<file path="src/rtl/fp_add_arbiter.sv">
// fp_add_arbiter: round-robin front end that shares one multi-cycle FP adder
// among NUM_REQ requesters. One request is in flight at a time: it is accepted,
// issued to the adder with a one-cycle start pulse, and its result is captured
// FPU_LAT edges later and returned on the response channel.
//
// Ports:
//   clk, rst                    clock, synchronous active-high reset
//   req_valid/req_ready         per-requester handshake (ready is one-hot or zero)
//   req_a/req_b/req_tag         packed per-requester operands and tag
//   fpu_a/fpu_b/fpu_valid       operands and start pulse to the shared adder
//   fpu_sum/fpu_error           adder result, valid FPU_LAT edges after start
//   rsp_valid/rsp_ready         response handshake
//   rsp_id/rsp_tag              owner of the response and its echoed tag
//   rsp_sum/rsp_error           captured adder result
//   busy                        high whenever a request is in progress
module fp_add_arbiter #(
    parameter int unsigned NUM_REQ = 4,
    parameter int unsigned FPU_LAT = 5,
    parameter int unsigned TAG_W   = 4
) (
    input  logic                         clk,
    input  logic                         rst,
    input  logic [NUM_REQ-1:0]           req_valid,
    output logic [NUM_REQ-1:0]           req_ready,
    input  logic [NUM_REQ*32-1:0]        req_a,
    input  logic [NUM_REQ*32-1:0]        req_b,
    input  logic [NUM_REQ*TAG_W-1:0]     req_tag,
    output logic [31:0]                  fpu_a,
    output logic [31:0]                  fpu_b,
    output logic                         fpu_valid,
    input  logic [31:0]                  fpu_sum,
    input  logic                         fpu_error,
    output logic                         rsp_valid,
    input  logic                         rsp_ready,
    output logic [$clog2(NUM_REQ)-1:0]   rsp_id,
    output logic [TAG_W-1:0]             rsp_tag,
    output logic [31:0]                  rsp_sum,
    output logic                         rsp_error,
    output logic                         busy
);

    localparam int unsigned ID_W   = $clog2(NUM_REQ);
    localparam int unsigned CNT_W  = (FPU_LAT > 1) ? $clog2(FPU_LAT) : 1;
    localparam int unsigned DATA_W = 32;

    typedef enum logic [1:0] {
        IDLE  = 2'd0,
        ISSUE = 2'd1,
        WAIT  = 2'd2,
        RESP  = 2'd3
    } state_t;

    state_t              state;
    state_t              state_next;
    logic [ID_W-1:0]     ptr;
    logic [ID_W-1:0]     ptr_next;
    logic [CNT_W-1:0]    cnt;
    logic [CNT_W-1:0]    cnt_next;
    logic [ID_W-1:0]     winner;
    logic                grant_any;
    logic [ID_W:0]       scan_idx;
    logic [DATA_W-1:0]   sel_a;
    logic [DATA_W-1:0]   sel_b;
    logic [TAG_W-1:0]    sel_tag;
    logic                accept;
    logic                capture;

    logic [DATA_W-1:0]   hold_a;
    logic [DATA_W-1:0]   hold_b;
    logic [TAG_W-1:0]    hold_tag;
    logic [ID_W-1:0]     hold_id;
    logic [DATA_W-1:0]   sum_q;
    logic                err_q;

    // Round-robin scan: first valid requester at or above ptr, wrapping.
    always_comb begin
        winner    = '0;
        grant_any = 1'b0;
        scan_idx  = '0;
        for (int k = 0; k < int'(NUM_REQ); k++) begin
            scan_idx = {1'b0, ptr} + (ID_W+1)'(k);
            if (scan_idx >= (ID_W+1)'(NUM_REQ)) begin
                scan_idx = scan_idx - (ID_W+1)'(NUM_REQ);
            end
            if (!grant_any && req_valid[scan_idx[ID_W-1:0]]) begin
                winner    = scan_idx[ID_W-1:0];
                grant_any = 1'b1;
            end
        end
    end

    // Winner's operand/tag mux.
    always_comb begin
        sel_a   = '0;
        sel_b   = '0;
        sel_tag = '0;
        for (int i = 0; i < int'(NUM_REQ); i++) begin
            if (winner == ID_W'(i)) begin
                sel_a   = req_a[i*DATA_W +: DATA_W];
                sel_b   = req_b[i*DATA_W +: DATA_W];
                sel_tag = req_tag[i*TAG_W +: TAG_W];
            end
        end
    end

    // State register.
    always_ff @(posedge clk) begin
        if (rst) begin
            state <= IDLE;
        end else begin
            state <= state_next;
        end
    end

    // Next-state, grant and control decode.
    always_comb begin
        state_next = state;
        req_ready  = '0;
        accept     = 1'b0;
        capture    = 1'b0;
        cnt_next   = cnt;
        ptr_next   = ptr;
        case (state)
            IDLE: begin
                if (grant_any) begin
                    req_ready[winner] = 1'b1;
                    accept            = 1'b1;
                    state_next        = ISSUE;
                end
            end
            ISSUE: begin
                cnt_next   = CNT_W'(FPU_LAT - 1);
                state_next = WAIT;
            end
            WAIT: begin
                if (cnt == '0) begin
                    capture    = 1'b1;
                    state_next = RESP;
                end else begin
                    cnt_next = cnt - CNT_W'(1);
                end
            end
            RESP: begin
                if (rsp_ready) begin
                    state_next = IDLE;
                    ptr_next   = (hold_id == ID_W'(NUM_REQ - 1)) ? '0 : hold_id + ID_W'(1);
                end
            end
            default: state_next = IDLE;
        endcase
    end

    // Datapath: holding registers, latency counter, result capture, pointer.
    always_ff @(posedge clk) begin
        if (rst) begin
            ptr      <= '0;
            cnt      <= '0;
            hold_a   <= '0;
            hold_b   <= '0;
            hold_tag <= '0;
            hold_id  <= '0;
            sum_q    <= '0;
            err_q    <= 1'b0;
        end else begin
            ptr <= ptr_next;
            cnt <= cnt_next;
            if (accept) begin
                hold_a   <= sel_a;
                hold_b   <= sel_b;
                hold_tag <= sel_tag;
                hold_id  <= winner;
            end
            if (capture) begin
                sum_q <= fpu_sum;
                err_q <= fpu_error;
            end
        end
    end

    // Outputs come straight from registers or decoded registered state.
    assign fpu_a     = hold_a;
    assign fpu_b     = hold_b;
    assign fpu_valid = (state == ISSUE);
    assign rsp_valid = (state == RESP);
    assign rsp_id    = hold_id;
    assign rsp_tag   = hold_tag;
    assign rsp_sum   = sum_q;
    assign rsp_error = err_q;
    assign busy      = (state != IDLE);

endmodule

</file>
<file path="config.mk">
export PLATFORM = sky130hd
export DESIGN_NAME = fp_add_arbiter
export DESIGN_NICKNAME = d
export VERILOG_FILES = /design/src/rtl/fp_add_arbiter.sv
export SDC_FILE = /design/constraint.sdc
export NUM_CORES = 1
export LEC_CHECK = 0
export ABC_CLOCK_PERIOD_IN_PS = 3250
export BUFFER_PORTS_ARGS = -buffer_cell sky130_fd_sc_hd__clkbuf_2
export CAP_MARGIN = 25
export CORE_AREA = 2 2 163 165
export CTS_CLUSTER_DIAMETER = 30
export DETAILED_ROUTE_END_ITERATION = 16
export DIE_AREA = 0 0 165 167
export PLACE_DENSITY = 0.55
export SLEW_MARGIN = 25
export SYNTH_ARGS = -nofsm -noshare
export SYNTH_HDL_FRONTEND = slang
export SYNTH_SLANG_ARGS = --single-unit
</file>
<file path="constraint.sdc">
create_clock -name clk -period 3.25 [get_ports clk]
set_input_delay 0.65 -clock clk [delete_from_list [all_inputs] [get_ports clk]]
set_output_delay 0.65 -clock clk [all_outputs]
set_load 0.01 [all_outputs]
</file>
==> run metrics, run 1 <==
outcome complete, no violations; Final nets ~1.4k; number of H-tree levels 3; Final GP Congestion a little under 0.9; Worst Hold Path EP rsp_sum[21]; register area 2200 µm²; slew at the pin with the worst max-slew slack around 0.82 ns; Post-Syn Nets roughly 1.0k; Clock power frac 0.217; Mapped Area just under 6000 µm²; first-pass GRT wire length approximately 39 mm; GRT Total Usage 0.180; arrival time worst endpoint 2.28 ns; Worst-path clk slew roughly 0.090 ns; Worst Setup Path Type input port to output pin; Mapped Cells 711; cts repair resizes 0; Crit Path Max Fanout just over 40; startpoint types input port; largest net degree at the start of global routing 69; Die ar. between 20,000 and 30,000 µm²; postcts setup bufs 0; worst reg2reg endpoint fpu_b[5]; fin crit period between 2 and 3 ns; Sequential Power Share 0.350; via count between 7k and 8k; die height between 150 and 200 µm; power per cell area 625 nW/µm²; drt first pass iters 5; Ports approximately 420; Sw Ratio 0.400; Layout Skew 0.0142 ns; RSZ-0062 raised after global routing no; Ys Warns 0; multi-input logic area 3420 µm²; overflow left after global routing 0; Int Pwr approximately 3.3 mW; WL/cell between 15 and 20 µm; initial drt markers 505; initial antenna violation count 0; Seq/Total Area, Yosys 0.372; vias in the first global route approximately 6.8k; Worst R2R Start ptr[0]; Slew Limit Fails 0; critical path required time ~2.6 ns; Vias/cell around 5; maxcap violations 0; fmax around 0.34 GHz; fill cell total of the finished layout around 2.8k; final setup vio count 0; Hold Crit Depth 2; die width approximately 170 µm; Initial Util 0.230; Gate power share 0.432; # diodes 0; Clk Latency, worst-skew pair approximately 0.36 ns; Inserted Clock Buffers 9; reg2reg setup slack 0.70 ns; cell row count between 50 and 60; Worst setup EP type output pin; port buffer count between 400 and 500; CTS tree done; post-route setup TNS 0 ns; Core Util, Final 0.339; DR WL met3 around 1.7 mm; final worst-path cycle share 0.902; syn_area_per_cell 8.33 µm²; worst r2r path cells 6; pre-CTS setup slack about 0.023 ns; final worst slack about 0.32 ns; Max IR drop VDD approximately 0.26 mV; root buffer cell clkbuf_16; #FFs+latches synth 110; top routing layer in use met4; Met1 Wirelength between 10 and 15 mm; HPWL after detailed placement approximately 19 mm; Switching Power between 2 and 2.5 mW; hold_sp rsp_sum[21]; DRC 0; P&R area growth vs syn 47.4%; clk buf depth 2; # clock sinks 110; WL final ~26 mm; Hold WC Path Type flop to flop; length of routed met2 wiring 12.7 mm; Synth cell types 36; Rel. slew slack 0.456; Leak a little over 4 nW; placeable core area between 20,000 and 30,000 µm²; share of cells above drive strength 1 0.479; Final Hold Vio Count 0; DRT antenna net count 0; CTS Hold Bufs 0
critical path: stages:
cell and delay [ns]:
clkbuf_2 0.16, nor2b_1 0.18, or4_2 0.70, nand2_4 0.12, buf_12 0.22, nor3_1 0.08
clkbuf_2 0.13
final cells by class:
| class | count | share of cell area |
|---|---|---|
| sequential | 110 | 0.252 |
| inverter | 8 | 0.00344 |
| multi-input combinational | 519 | 0.392 |
| clock inverter | 7 | 0.0105 |
| tap | 335 | 0.0480 |
| clock buffer | 9 | 0.0258 |
| timing repair buffer | 440 | 0.268 |
cell usage after synthesis:
cell type | count | share of area
nor3_2 | 1 | 0.0017
a222oi_1 | 1 | 0.0017
buf_2 | 9 | 0.0076
nor2_1 | 16 | 0.010
dfxtp_1 | 110 | 0.37
nor2b_1 | 4 | 0.0042
ha_1 | 7 | 0.015
nand2b_1 | 14 | 0.015
a21oi_1 | 95 | 0.080
o41ai_2 | 1 | 0.0027
and3_1 | 13 | 0.014
or2_0 | 1 | 0.0011
nand2_1 | 72 | 0.046
o41ai_1 | 13 | 0.019
buf_4 | 4 | 0.0051
or2_2 | 1 | 0.0011
nand3_1 | 56 | 0.047
o21ai_1 | 1 | 0.00084
or4_1 | 1 | 0.0013
o21ba_2 | 1 | 0.0017
buf_6 | 4 | 0.0076
clkbuf_1 | 52 | 0.033
nor3_1 | 17 | 0.014
a211o_1 | 1 | 0.0015
a311oi_1 | 1 | 0.0015
nor3b_1 | 1 | 0.0013
a211oi_1 | 15 | 0.019
mux2_2 | 55 | 0.10
inv_1 | 8 | 0.0051
a221o_1 | 55 | 0.093
a221oi_1 | 1 | 0.0015
o21ai_0 | 58 | 0.049
o21ai_2 | 1 | 0.0015
nor4_1 | 15 | 0.016
nand2_2 | 1 | 0.0011
buf_1 | 5 | 0.0032
metal layers:
| layer | vias up | track usage |
|---|---|---|
| met4 | 0 | 0.0669 |
| met1 | 3370 | 0.226 |
| li1 | 3415 | - |
| met3 | 46 | 0.0294 |
| met5 | - | 0 |
| met2 | 324 | 0.306 |
power by group through the flow:
stage	clock [mW]	combinational (mW)	sequential (mW)
2_1_floorplan	0	1.20	2.07
3_3_place_gp	0	2.37	1.93
3_5_place_dp	0	2.39	1.94
4_1_cts	1.23	2.39	1.91
5_1_grt	1.29	2.59	1.95
6_report	1.18	2.36	1.91
worst max-delay path by stage:
stage,depth (start not counted),end,slack (ns),startpoint
4_1_cts,7,req_ready[2],0.32,req_valid[0]
5_1_grt,7,req_ready[3],0.22,state[0]
3_5_place_dp,7,fpu_b[5],0.02,req_valid[0]
2_1_floorplan,6,req_ready[0],0.49,req_valid[2]
6_report,7,req_ready[2],0.32,req_valid[0]
3_3_place_gp,7,fpu_b[4],0.08,req_valid[0]
cell usage in the layout (no fill, tap or decap), types with 2 or more instances in the layout:
| cell | synthesis | routed |
|---|---|---|
| mux2_2 | 55 | 55 |
| inv_6 | 0 | 2 |
| nor2_1 | 16 | 14 |
| buf_12 | 0 | 7 |
| clkbuf_2 | 0 | 421 |
| o21ai_0 | 58 | 57 |
| o41ai_1 | 13 | 13 |
| a211oi_1 | 15 | 14 |
| clkinv_8 | 0 | 4 |
| nor3_1 | 17 | 17 |
| dfxtp_1 | 110 | 110 |
| nand2_1 | 72 | 72 |
| nor4_1 | 15 | 14 |
| clkbuf_16 | 0 | 9 |
| a221o_1 | 55 | 55 |
| ha_1 | 7 | 7 |
| and3_1 | 13 | 13 |
| a21oi_1 | 95 | 95 |
| nor2b_1 | 4 | 4 |
| nand2b_1 | 14 | 14 |
| buf_4 | 4 | 12 |
| inv_1 | 8 | 8 |
| nand3_1 | 56 | 56 |
metrics by stage:
stage | std cells | cell area [µm²] | hold slack (ns) | power (mW)
after floorplan | 711 | 5920 | 0.454 | 3.27
after global placement | 1412 | 8400 | 0.442 | 4.30
after detailed placement | 1412 | 8410 | 0.445 | 4.32
after CTS | 1428 | 8720 | 0.458 | 5.53
after global routing | 1428 | 8720 | 0.470 | 5.82
final | 1428 | 8720 | 0.455 | 5.45
cell families (layout without fill, tap and decap cells):
family	after synthesis	after routing	synth area share
and+or+nand+nor	213	213	0.174
muxes	55	55	0.105
buffers and inverters	82	464	0.0615
DFF	110	110	0.372
AOI/OAI and AO/OA	244	244	0.274
adders and majority gates	7	7	0.0148
state kept, by name, indices dropped and copies added (netlist names):
| register | flops |
|---|---|
| ptr | 2 |
| fpu_a | 32 |
| cnt | 3 |
| rsp_sum | 32 |
| rsp_id | 2 |
| rsp_error | 1 |
| rsp_tag | 4 |
| state | 2 |
| fpu_b | 32 |
Note: power is estimated with default switching activity, not from simulation.
==> run 2, diff against run 1 <==
--- a/config.mk
+++ b/config.mk
@@ -13,7 +13,9 @@
 export DETAILED_ROUTE_END_ITERATION = 16
 export DIE_AREA = 0 0 165 167
 export PLACE_DENSITY = 0.55
+export REMOVE_ABC_BUFFERS = 1
 export SLEW_MARGIN = 25
 export SYNTH_ARGS = -nofsm -noshare
 export SYNTH_HDL_FRONTEND = slang
 export SYNTH_SLANG_ARGS = --single-unit
+export TNS_END_PERCENT = 5
==> run metrics, run 2 (same netlist as run 1, synthesis figures left out) <==
initial drt markers 440; Die ar. 27,600 µm²; total chip power roughly 5.5 mW; RSZ-0062 raised after global routing no; WP buf/inv 3; first-pass GRT wire length 38.3 mm; overflow left after global routing 0; Inserted Clock Buffers 9; Initial Util 0.230; Worst Setup SP req_valid[0]; fmax about 0.34 GHz; Slew Limit Fails 0; die width between 150 and 200 µm; DRT antenna net count 0; fin crit period about 2.9 ns; placeable core area between 20,000 and 30,000 µm²; Vias/cell a little under 5; P&R area growth vs syn 46.9%; die height roughly 170 µm; maxcap violations 0; multi-input logic area ~3400 µm²; arrival time worst endpoint approximately 2.3 ns; final instance area 8700 µm²; most common cell after layout, fill and taps aside clkbuf_2; outcome complete, no violations; Max IR drop VDD approximately 0.29 mV; GRT Total Usage 0.177; # diodes 0; clk buf depth 2; startpoint types input port; Leak just over 4 nW; Most common cell on crit path clkbuf_2; CTS tree done; DP Area between 8000 and 9000 µm²; Hold WC Path Type flop to flop; Final Hold Vio Count 0; hold_sp rsp_sum[24]; register area around 2200 µm²; initial antenna violation count 0; DRC 0; critical path required time 2.60 ns; cts repair resizes 0; drt first pass iters 5; WL/cell around 18 µm; WL final 25.5 mm; final setup vio count 0; Crit Path Max Fanout 11; vias in the first global route ~6.8k; Rel. slew slack 0.425; worst-path cell chain clkbuf_2 > nor2b_1 > or4_2 > nand2_4 > buf_4 > nor3_1 > clkbuf_2; share of cells above drive strength 1 0.479; slew at the pin with the worst max-slew slack approximately 0.86 ns; root buffer cell clkbuf_16; Worst-path clk slew 0.07 ns; Clk Latency, worst-skew pair 0.35 ns; Layout Skew between 0.01 and 0.015 ns; Worst R2R Start ptr[0]; Worst Setup Path Type input port to output pin; HPWL after detailed placement between 15 and 20 mm; Ports around 420; largest net degree at the start of global routing just under 70; Final nets 1,408; Worst setup EP type output pin; # clock sinks 110; CTS Hold Bufs 0; CP delay by family, top simple AND/OR/NAND/NOR gates; number of H-tree levels 3; via count slightly above 7k; Final GP Congestion 0.876; Worst path slowest cell or4_2; cell row count 59; fill cell total of the finished layout around 2.7k; postcts setup bufs 0; power per cell area approximately 630 nW/µm²; commonest cells after routing, fill and taps aside clkbuf_2 (421), dfxtp_1 (110), a21oi_1 (95); crit-path max cell delay about 0.7 ns; port buffer count 421; final worst-path cycle share 0.903
run 2: cell count changes in the layout (fill, tap and decap cells not counted):
cell	change
buf_12	-3
buf_4	+4
bufinv_16	+2
clkinv_2	+1
clkinv_4	-1
clkinv_8	-4
inv_6	+2
o21ai_1	+1
o21ai_2	-1
run 2: report_power, final:
group          switching [mW]  leakage [nW]  internal, mW
logic                    1.32          3.00         0.994
registers               0.210         0.903          1.71
clock network           0.571         0.161         0.688
run 2: final timing paths:
kind | to | slack (ns) | depth (start not counted)
setup / recovery | req_ready[2] | 0.31 | 7
hold / removal | rsp_sum[24] | 0.46 | 2
setup reg to reg | fpu_b[29] | 0.80 | 6
hold reg to reg | rsp_sum[24] | 0.46 | 2
run 2: cell type report:
type                            count  share of cell area
Sequential cell                   110               0.253
Clock inverter                      7              0.0115
Timing Repair Buffer              441               0.265
Tap cell                          335              0.0482
Multi-Input combinational cell    519               0.393
Inverter                            8             0.00345
Clock buffer                        9              0.0259
run 2: worst reg2reg max path, stage by stage (launching register included):
cell,delay [ns]
dfxtp_1,0.38
nor2b_1,0.09
or4_2,0.70
nand2_4,0.19
buf_12,0.23
mux2_2,0.41
a221o_1,0.33
run 2: per-stage QoR:
stage                     worst slack [ns]  setup TNS [ns]   util  hold WS [ns]  cells
final                                0.315               0  0.338         0.456   1429
after global routing                 0.261               0  0.338         0.473   1429
after CTS                            0.328               0  0.338         0.457   1429
after detailed placement             0.275               0  0.325         0.446   1413
after global placement               0.313               0  0.325         0.441   1413
after floorplan                      -2.62         -107.14      -         0.454    637
run 2: metal layers:
layer  routed length, µm  part of all wire  vias up  track usage
li1                    -                 -     3413            -
met1               10600              0.42     3308        0.223
met2               12300              0.48      347        0.302
met3                2130             0.083       29       0.0401
met4                 464             0.018        0       0.0484
met5                   0                 0        -            0
